$ cat src/rtl/input_mem_reader.sv
// input_mem_reader: walks a programmable address window of an
// asynchronous-read word ROM, registers each word and offers it
// downstream on a valid/ready stream, then pulses done once.
module input_mem_reader #(
    parameter int num_of_words  = 16,
    parameter int bits_of_words = 16,
    parameter int address_bits  = 4
) (
    input  logic                     clk,
    input  logic                     rst,
    input  logic                     start,
    input  logic [address_bits-1:0]  base,
    input  logic [address_bits:0]    len,
    output logic [address_bits-1:0]  mem_addr,
    input  logic [bits_of_words-1:0] mem_word,
    output logic [bits_of_words-1:0] out_data,
    output logic                     out_valid,
    input  logic                     out_ready,
    output logic                     busy,
    output logic                     done
);

    // count register is one bit wider than the address so it can hold
    // the full memory depth
    localparam logic [address_bits:0]   DEPTH     = (address_bits+1)'(num_of_words);
    localparam logic [address_bits:0]   CNT_ONE   = (address_bits+1)'(1);
    localparam logic [address_bits-1:0] ADDR_ONE  = address_bits'(1);
    localparam logic [address_bits-1:0] LAST_ADDR = address_bits'(num_of_words - 1);

    typedef enum logic [1:0] {
        IDLE = 2'd0,
        READ = 2'd1,
        SEND = 2'd2,
        DONE = 2'd3
    } state_t;

    // a command after sanitising: start address and number of words
    typedef struct packed {
        logic [address_bits-1:0] addr;
        logic [address_bits:0]   count;
    } cmd_t;

    state_t                  state;
    logic [address_bits:0]   remaining;
    cmd_t                    cmd;
    logic [address_bits-1:0] next_addr;
    logic                    last_word;
    logic                    handshake;

    // clamp the incoming command to the memory and compute the next
    // address, wrapping at the real depth rather than at 2**address_bits
    always_comb begin
        cmd.count = (len > DEPTH) ? DEPTH : len;
        cmd.addr  = ({1'b0, base} >= DEPTH) ? '0 : base;
        next_addr = (mem_addr == LAST_ADDR) ? '0 : (mem_addr + ADDR_ONE);
        last_word = (remaining == CNT_ONE);
        handshake = out_valid & out_ready;
    end

    // sequencing FSM with all outputs registered
    always_ff @(posedge clk) begin
        if (rst) begin
            state     <= IDLE;
            remaining <= '0;
            mem_addr  <= '0;
            out_data  <= '0;
            out_valid <= 1'b0;
            busy      <= 1'b0;
            done      <= 1'b0;
        end else begin
            case (state)
                IDLE: begin
                    done <= 1'b0;
                    if (start) begin
                        remaining <= cmd.count;
                        mem_addr  <= cmd.addr;
                        if (cmd.count == '0) begin
                            // empty command: straight to the done pulse
                            state <= DONE;
                            done  <= 1'b1;
                            busy  <= 1'b0;
                        end else begin
                            state <= READ;
                            busy  <= 1'b1;
                        end
                    end
                end
                READ: begin
                    // mem_addr settled last cycle, so the ROM output is valid now
                    out_data  <= mem_word;
                    out_valid <= 1'b1;
                    state     <= SEND;
                end
                SEND: begin
                    // hold data/valid/addr until downstream takes the word
                    if (handshake) begin
                        remaining <= remaining - CNT_ONE;
                        out_valid <= 1'b0;
                        if (last_word) begin
                            state <= DONE;
                            done  <= 1'b1;
                            busy  <= 1'b0;
                        end else begin
                            mem_addr <= next_addr;
                            state    <= READ;
                        end
                    end
                end
                DONE: begin
                    // start is deliberately not looked at here
                    done  <= 1'b0;
                    state <= IDLE;
                end
                default: begin
                    state     <= IDLE;
                    out_valid <= 1'b0;
                    busy      <= 1'b0;
                    done      <= 1'b0;
                end
            endcase
        end
    end

endmodule

$ cat config.mk
export PLATFORM = sky130hd
export DESIGN_NAME = input_mem_reader
export DESIGN_NICKNAME = d
export VERILOG_FILES = /design/src/rtl/input_mem_reader.sv
export SDC_FILE = /design/constraint.sdc
export NUM_CORES = 1
export LEC_CHECK = 0
export BUFFER_PORTS_ARGS = -buffer_cell sky130_fd_sc_hd__clkbuf_2
export CAP_MARGIN = 20
export CORE_MARGIN = 2
export CORE_UTILIZATION = 35
export DETAILED_ROUTE_END_ITERATION = 6
export PLACE_DENSITY_LB_ADDON = 0.25
export SKIP_CTS_REPAIR_TIMING = 1
export SYNTH_ARGS = -nofsm -noshare
export SYNTH_HDL_FRONTEND = slang
export SYNTH_SLANG_ARGS = --single-unit
$ cat constraint.sdc
create_clock -name clk -period 1.94 [get_ports clk]
set_input_delay 0.291 -clock clk [delete_from_list [all_inputs] [get_ports clk]]
set_output_delay 0.291 -clock clk [all_outputs]
set_load 0.05 [all_outputs]
==> flow_metrics.env, run 1 <==
export IMPL_run_status="complete, no violations"
export IMPL_rows=23
export IMPL_place_area_um2=1720
export IMPL_rsz0062_at_grt="no"
export IMPL_max_freq_mhz=645
export IMPL_die_area_um2=4600
export IMPL_yosysSeqAreaShare_pct=42.1
export IMPL_end_kind="flip-flop"
export IMPL_first_pass_iters=5
export IMPL_finalCritPeriodShare_pct=80.0
export IMPL_yosys_warnings=0
export IMPL_coreArea_um2=3970
export IMPL_fin_area_um2=1810
export IMPL_drt_iter0_drc=63
export IMPL_synthFlopType="dfxtp_1"
export IMPL_setup_viol_count_final=0
export IMPL_antenna_found_initial=0
export IMPL_dpl_hpwl_um=2440
export IMPL_io_buffer_count=51
export IMPL_start_util_pct=35.9
export IMPL_synth_distinct_cells=37
export IMPL_routed_wl_um=3410
export IMPL_hold_violations=0
export IMPL_cts_htree_levels=2
export IMPL_hp_class="in2reg"
export IMPL_async_flop_share_pct=0
export IMPL_viasPerCell=5.04
export IMPL_boundaryPins=52
export IMPL_highest_layer="met4"
export IMPL_dp_cells=269
export IMPL_clkSlewWorstSetupHoldPaths_ns=0.07
export IMPL_nets=258
export IMPL_drc_errors=0
export IMPL_peakVddDrop_uv=399
export IMPL_maxSlewViolCount=0
export IMPL_grt_ovfl_total=0
export IMPL_clock_path_buffers=2
export IMPL_finClkSkew_ns=0.00282
export IMPL_place_ws_ns=0.402
export IMPL_layoutNonFillerInstCount=277
export IMPL_wl_per_cell_um=12.3
export IMPL_vias=1396
export IMPL_cts_root_buf="clkbuf_8"
export IMPL_synth_nets=207
export IMPL_grt_pass1_wl_um=5490
export IMPL_synth_top_area_share_pct=42.1
export IMPL_gp_congestion=0.863
export IMPL_path_class="reg2reg"
export IMPL_leakage_nw=0.814
export IMPL_setup_tns_ns=0
export IMPL_grt_pass1_vias=1179
export IMPL_drive_gt1_share_pct=32.2
export IMPL_grt_max_degree=31
export IMPL_synth_avg_cell_area_um2=8.15
export IMPL_synth_edff_count=0
export IMPL_final_setup_worst_slack_ns=0.388
export IMPL_met3WireLength_um=225
export IMPL_grtUsageTotal_pct=15.7
export IMPL_clk_latency_ns=0.28
export IMPL_die_y_um=67.8
export IMPL_nFillCells=416
export IMPL_slew_headroom_pct=56.9
export IMPL_worstSetupStartpointType="flip-flop"
export IMPL_arrival_ns=1.73
export IMPL_syn_to_final_growth_pct=27.2
export IMPL_worstMarginPinSlew_ns=0.646
export IMPL_syn_area_um2=1430
export IMPL_register_area_um2=601
export IMPL_postSynthCellCount=175
export IMPL_met1_length_um=1600
export IMPL_multi_input_area_um2=737
export IMPL_powerDensity_nw_per_um2=884
export IMPL_dr_wl_met2_um=1550
export IMPL_cts_buffers=5
export IMPL_synth_area_top_cells="dfxtp_1 42%, nand2_1 10%, a21oi_1 8.4%"
export IMPL_cts_tree="yes"
export IMPL_numClockSinks=30
export IMPL_ys_ff_latch=30
export IMPL_antenna_left=0
export IMPL_synth_common_cells="39 x nand2_1, 30 x dfxtp_1, 24 x a21oi_1"
export IMPL_yosysMostFrequentCell="nand2_1"
export IMPL_required_ns=2.12
export IMPL_post_route_min_period_ns=1.55
export IMPL_worstPathMaxFanout=11
export IMPL_yosysTopAreaCell="dfxtp_1"
export IMPL_die_w_um=67.8
export IMPL_cap_violations=0
export IMPL_diodes=0
metrics by stage:
stage               total power, mW  utilization [%]  hold slack (ns)
floorplan                     0.999                -            0.370
global placement               1.10             43.3            0.445
detailed placement             1.10             43.3            0.446
CTS                            1.62             45.7            0.224
global route                   1.69             45.7            0.226
finish                         1.60             45.7            0.231
final timing paths:
kind | start | endpoint | slack [ns] | cells past startpoint
max reg2reg | state[1]$_SDFFE_PP0P_ | remaining[2]$_SDFFE_PP0P_ | 0.39 | 4
max | state[1]$_SDFFE_PP0P_ | remaining[2]$_SDFFE_PP0P_ | 0.39 | 4
min reg2reg | out_data[10]$_SDFFE_PP0P_ | out_data[10]$_SDFFE_PP0P_ | 0.45 | 2
min | mem_word[5] | out_data[5]$_SDFFE_PP0P_ | 0.23 | 3
registers in the layout (all words and copies together) (netlist names):
| register | cells |
|---|---|
| busy | 1 |
| done | 1 |
| mem_addr | 4 |
| out_data | 16 |
| out_valid | 1 |
| remaining | 5 |
| state | 2 |
placed cells by master (no fill, tap or decap), drive strengths merged, types with 4 or more instances in the layout:
master / instances
inv: 7
a21oi: 24
a31oi: 4
nor3: 4
nand2b: 4
nand2: 40
dfxtp: 30
clkbuf: 57
buf: 5
nor2: 11
o21ai: 5
metal layers:
layer / track usage [%] / up-vias
li1: - / 714
met1: 20.7 / 642
met2: 23.9 / 35
met3: 4.93 / 5
met4: 6.00 / 0
met5: 0 / -
cell families (layout without fill, tap and decap cells):
group | count (synthesis) | in the layout | synth area share, %
flops | 30 | 30 | 42.1
simple gates | 74 | 74 | 25.8
compound gates | 49 | 49 | 23.2
buf+inv | 19 | 71 | 6.23
fa+ha+maj | 3 | 3 | 2.63
critical path, stage by stage, from the launching register on:
cell,delay [ns]
dfxtp_1,0.52
nand4b_1,0.32
nand2_2,0.22
o21ai_0,0.11
a221oi_1,0.28
power breakdown:
group          internal (mW)  leakage [nW]  switching (mW)  total [mW]
combinational          0.127         0.521           0.248       0.375
sequential             0.663         0.246          0.0487       0.711
clock                  0.284        0.0472           0.234       0.519
total                   1.07         0.814           0.531        1.60
final cells by class:
type	count	area share [%]
Multi-Input combinational cell	126	40.6
Clock buffer	6	4.55
Inverter	7	1.45
Timing Repair Buffer	56	16.1
Tap cell	50	3.45
Clock inverter	2	0.690
Sequential cell	30	33.1
Power figures use the tool's default switching activity.
==> inputs of run 2 (changes only) <==
--- a/config.mk
+++ b/config.mk
@@ -5,6 +5,7 @@
 export SDC_FILE = /design/constraint.sdc
 export NUM_CORES = 1
 export LEC_CHECK = 0
+export ABC_AREA = 1
 export BUFFER_PORTS_ARGS = -buffer_cell sky130_fd_sc_hd__clkbuf_2
 export CAP_MARGIN = 20
 export CORE_MARGIN = 2
==> constraint.sdc (replaced) <==
create_clock -name clk -period 1.28 [get_ports clk]
set_input_delay 0.192 -clock clk [delete_from_list [all_inputs] [get_ports clk]]
set_output_delay 0.192 -clock clk [all_outputs]
set_load 0.05 [all_outputs]
==> run 2 against run 1 <==
- worst hold slack got worse by 0.10 ns
- cell count is 17% higher
- critical path depth rose by 5
- final area rose by 8.8%
- clock-buffer cell count stayed put
- maximum frequency grew 31%
- die area grew 0.99%
- routed wire length grew 3.9%
- critical endpoint is now mem_addr[0]$_SDFFE_PP0P_
==> flow_metrics.env, run 2 <==
export IMPL_run_status="complete, no violations"
export IMPL_cts_root_buf="clkbuf_8"
export IMPL_first_pass_iters=4
export IMPL_numClockSinks=30
export IMPL_hold_worst_slack_ns=0.130
export IMPL_grt_max_degree=21
export IMPL_worstSetupStartpointType="flip-flop"
export IMPL_peakVddDrop_uv=866
export IMPL_grt_pass1_wl_um=5690
export IMPL_synthFlopType="dfxtp_1"
export IMPL_yosysTopAreaCell="dfxtp_1"
export IMPL_layout_commonest_cell="nor2_1"
export IMPL_yosysSeqAreaShare_pct=41.7
export IMPL_register_area_um2=611
export IMPL_die_area_um2=4650
export IMPL_max_freq_mhz=844
export IMPL_required_ns=1.46
export IMPL_drt_iter0_drc=81
export IMPL_cap_violations=0
export IMPL_slew_headroom_pct=75.4
export IMPL_worstPathMaxFanout=6
export IMPL_coreArea_um2=3970
export IMPL_cts_buffers=5
export IMPL_syn_to_final_growth_pct=37.0
export IMPL_die_y_um=68.2
export IMPL_wl_per_cell_um=10.9
export IMPL_clk_latency_ns=0.28
export IMPL_rows=23
export IMPL_fin_area_um2=1970
export IMPL_nets=305
export IMPL_synth_common_cells="57 x nor2_1, 43 x nand2_1, 30 x dfxtp_1"
export IMPL_cts_htree_levels=2
export IMPL_antenna_found_initial=0
export IMPL_synth_avg_cell_area_um2=6.90
export IMPL_arrival_ns=1.36
export IMPL_leakage_nw=1.02
export IMPL_path_class="reg2reg"
export IMPL_place_area_um2=1790
export IMPL_die_w_um=68.2
export IMPL_ys_ff_latch=30
export IMPL_synth_edff_count=0
export IMPL_crit_chain="inv_1 -> ha_1 -> inv_1 -> nor2_2 -> nand3_4 -> nand2_4 -> nand2_1 -> nand2_1 -> nor2_1"
export IMPL_setup_viol_count_final=0
export IMPL_yosysMostFrequentCell="nor2_1"
export IMPL_critical_path_max_stage_delay_ns=0.31
export IMPL_end_kind="flip-flop"
export IMPL_nFillCells=411
export IMPL_gp_congestion=0.769
export IMPL_grt_ovfl_total=0
export IMPL_synth_top_area_share_pct=41.7
export IMPL_start_util_pct=36.3
export IMPL_worstMarginPinSlew_ns=0.368
export IMPL_grtUsageTotal_pct=16.3
export IMPL_hp_class="in2reg"
export IMPL_largest_register_ffs=16
export IMPL_synth_nets=241
export IMPL_layout_common_cells="56 x nor2_1, 51 x clkbuf_2, 43 x nand2_1, 24 x o21ai_0, 24 x dfxtp_1"
export IMPL_drc_errors=0
export IMPL_diodes=0
export IMPL_async_flop_share_pct=0
export IMPL_top_register="out_data"
export IMPL_powerDensity_nw_per_um2=1550
export IMPL_post_route_min_period_ns=1.18
export IMPL_viasPerCell=4.56
export IMPL_multi_input_area_um2=749
export IMPL_dpl_hpwl_um=2560
export IMPL_cts_tree="yes"
export IMPL_clock_path_buffers=2
export IMPL_synth_area_top_cells="dfxtp_1 42%, nor2_1 15%, nand2_1 11%"
export IMPL_reg_top3="out_data: 16 flops, remaining: 5 flops, mem_addr: 4 flops"
export IMPL_hold_violations=0
export IMPL_syn_area_um2=1440
export IMPL_cp_slowest_cell="dfxtp_1"
export IMPL_antenna_left=0
export IMPL_clkSlewWorstSetupHoldPaths_ns=0.07
export IMPL_io_buffer_count=51
export IMPL_finClkSkew_ns=0.00279
export IMPL_finalCritPeriodShare_pct=92.5
export IMPL_grt_pass1_vias=1295
export IMPL_maxSlewViolCount=0
export IMPL_routed_wl_um=3550
export IMPL_yosys_warnings=0
export IMPL_boundaryPins=52
export IMPL_vias=1477
export IMPL_synth_distinct_cells=21
export IMPL_postSynthCellCount=209
export IMPL_drive_gt1_share_pct=31.8
==> run 2: changes by cell type after synthesis, moves of 7 or more <==
cell	change
a21oi_1	-17
nor2_1	+47
o21ai_0	+20
nand3_1	+9
inv_1	+8
clkbuf_1	-7
==> run 2: worst paths after layout <==
check	depth (start not counted)	from	end	slack, ns
setup / recovery	9	remaining[1]$_SDFFE_PP0P_	mem_addr[0]$_SDFFE_PP0P_	0.1
hold / removal	3	mem_word[5]	out_data[5]$_SDFFE_PP0P_	0.13
setup reg to reg	9	remaining[1]$_SDFFE_PP0P_	mem_addr[0]$_SDFFE_PP0P_	0.1
hold reg to reg	2	busy$_SDFFE_PP0P_	busy$_SDFFE_PP0P_	0.47
==> run 2: cells by family (layout without fill, tap and decap cells) <==
family | Yosys count | count (layout) | share of synthesized area (%)
adders and majority gates | 3 | 3 | 2.60
and+or+nand+nor | 119 | 119 | 37.0
DFF | 30 | 30 | 41.7
buffers and inverters | 23 | 88 | 6.68
xor gates and xnor gates | 1 | 1 | 0.608
AOI/OAI and AO/OA | 33 | 33 | 11.5
==> run 2: metal layers <==
metal	vias to the layer above	global-route usage [%]	routed length, um
li1	786	-	-
met1	644	20.7	1600
met2	43	26.1	1680
met3	4	5.26	236
met4	0	5.25	29
met5	-	0	0
==> run 2: report_power, final <==
group          internal, mW  switching, mW
Sequential             1.03         0.0608
Combinational         0.240          0.529
Clock                 0.830          0.371
==> run 2: layout make-up <==
class                           count  area share [%]
Clock buffer                        6            4.18
Inverter                           18            3.42
Multi-Input combinational cell    156            38.0
Tap cell                           50            3.17
Sequential cell                    30            30.9
Timing Repair Buffer               62            17.3
Clock inverter                      2            3.04
==> run 2: metrics by stage <==
stage	util (%)	worst slack, ns	cells	setup TNS (ns)	power, mW
finish	49.7	0.0956	324	0	3.06
global route	49.7	-0.0205	324	-0.0205	3.21
CTS	48.6	-0.0278	320	-0.0870	3.06
detailed placement	45.0	-0.00840	312	-0.0161	1.85
global placement	45.0	0.00615	312	0	1.85
floorplan	-	-0.0120	209	-0.0120	1.65
==> run 2: critical path: cells and delay by family, from the launching register on <==
| family | cells | cell delay (ns) |
|---|---|---|
| adders and majority gates | 1 | 0.14 |
| buffers and inverters | 2 | 0.12 |
| DFF | 1 | 0.31 |
| and+or+nand+nor | 6 | 0.52 |
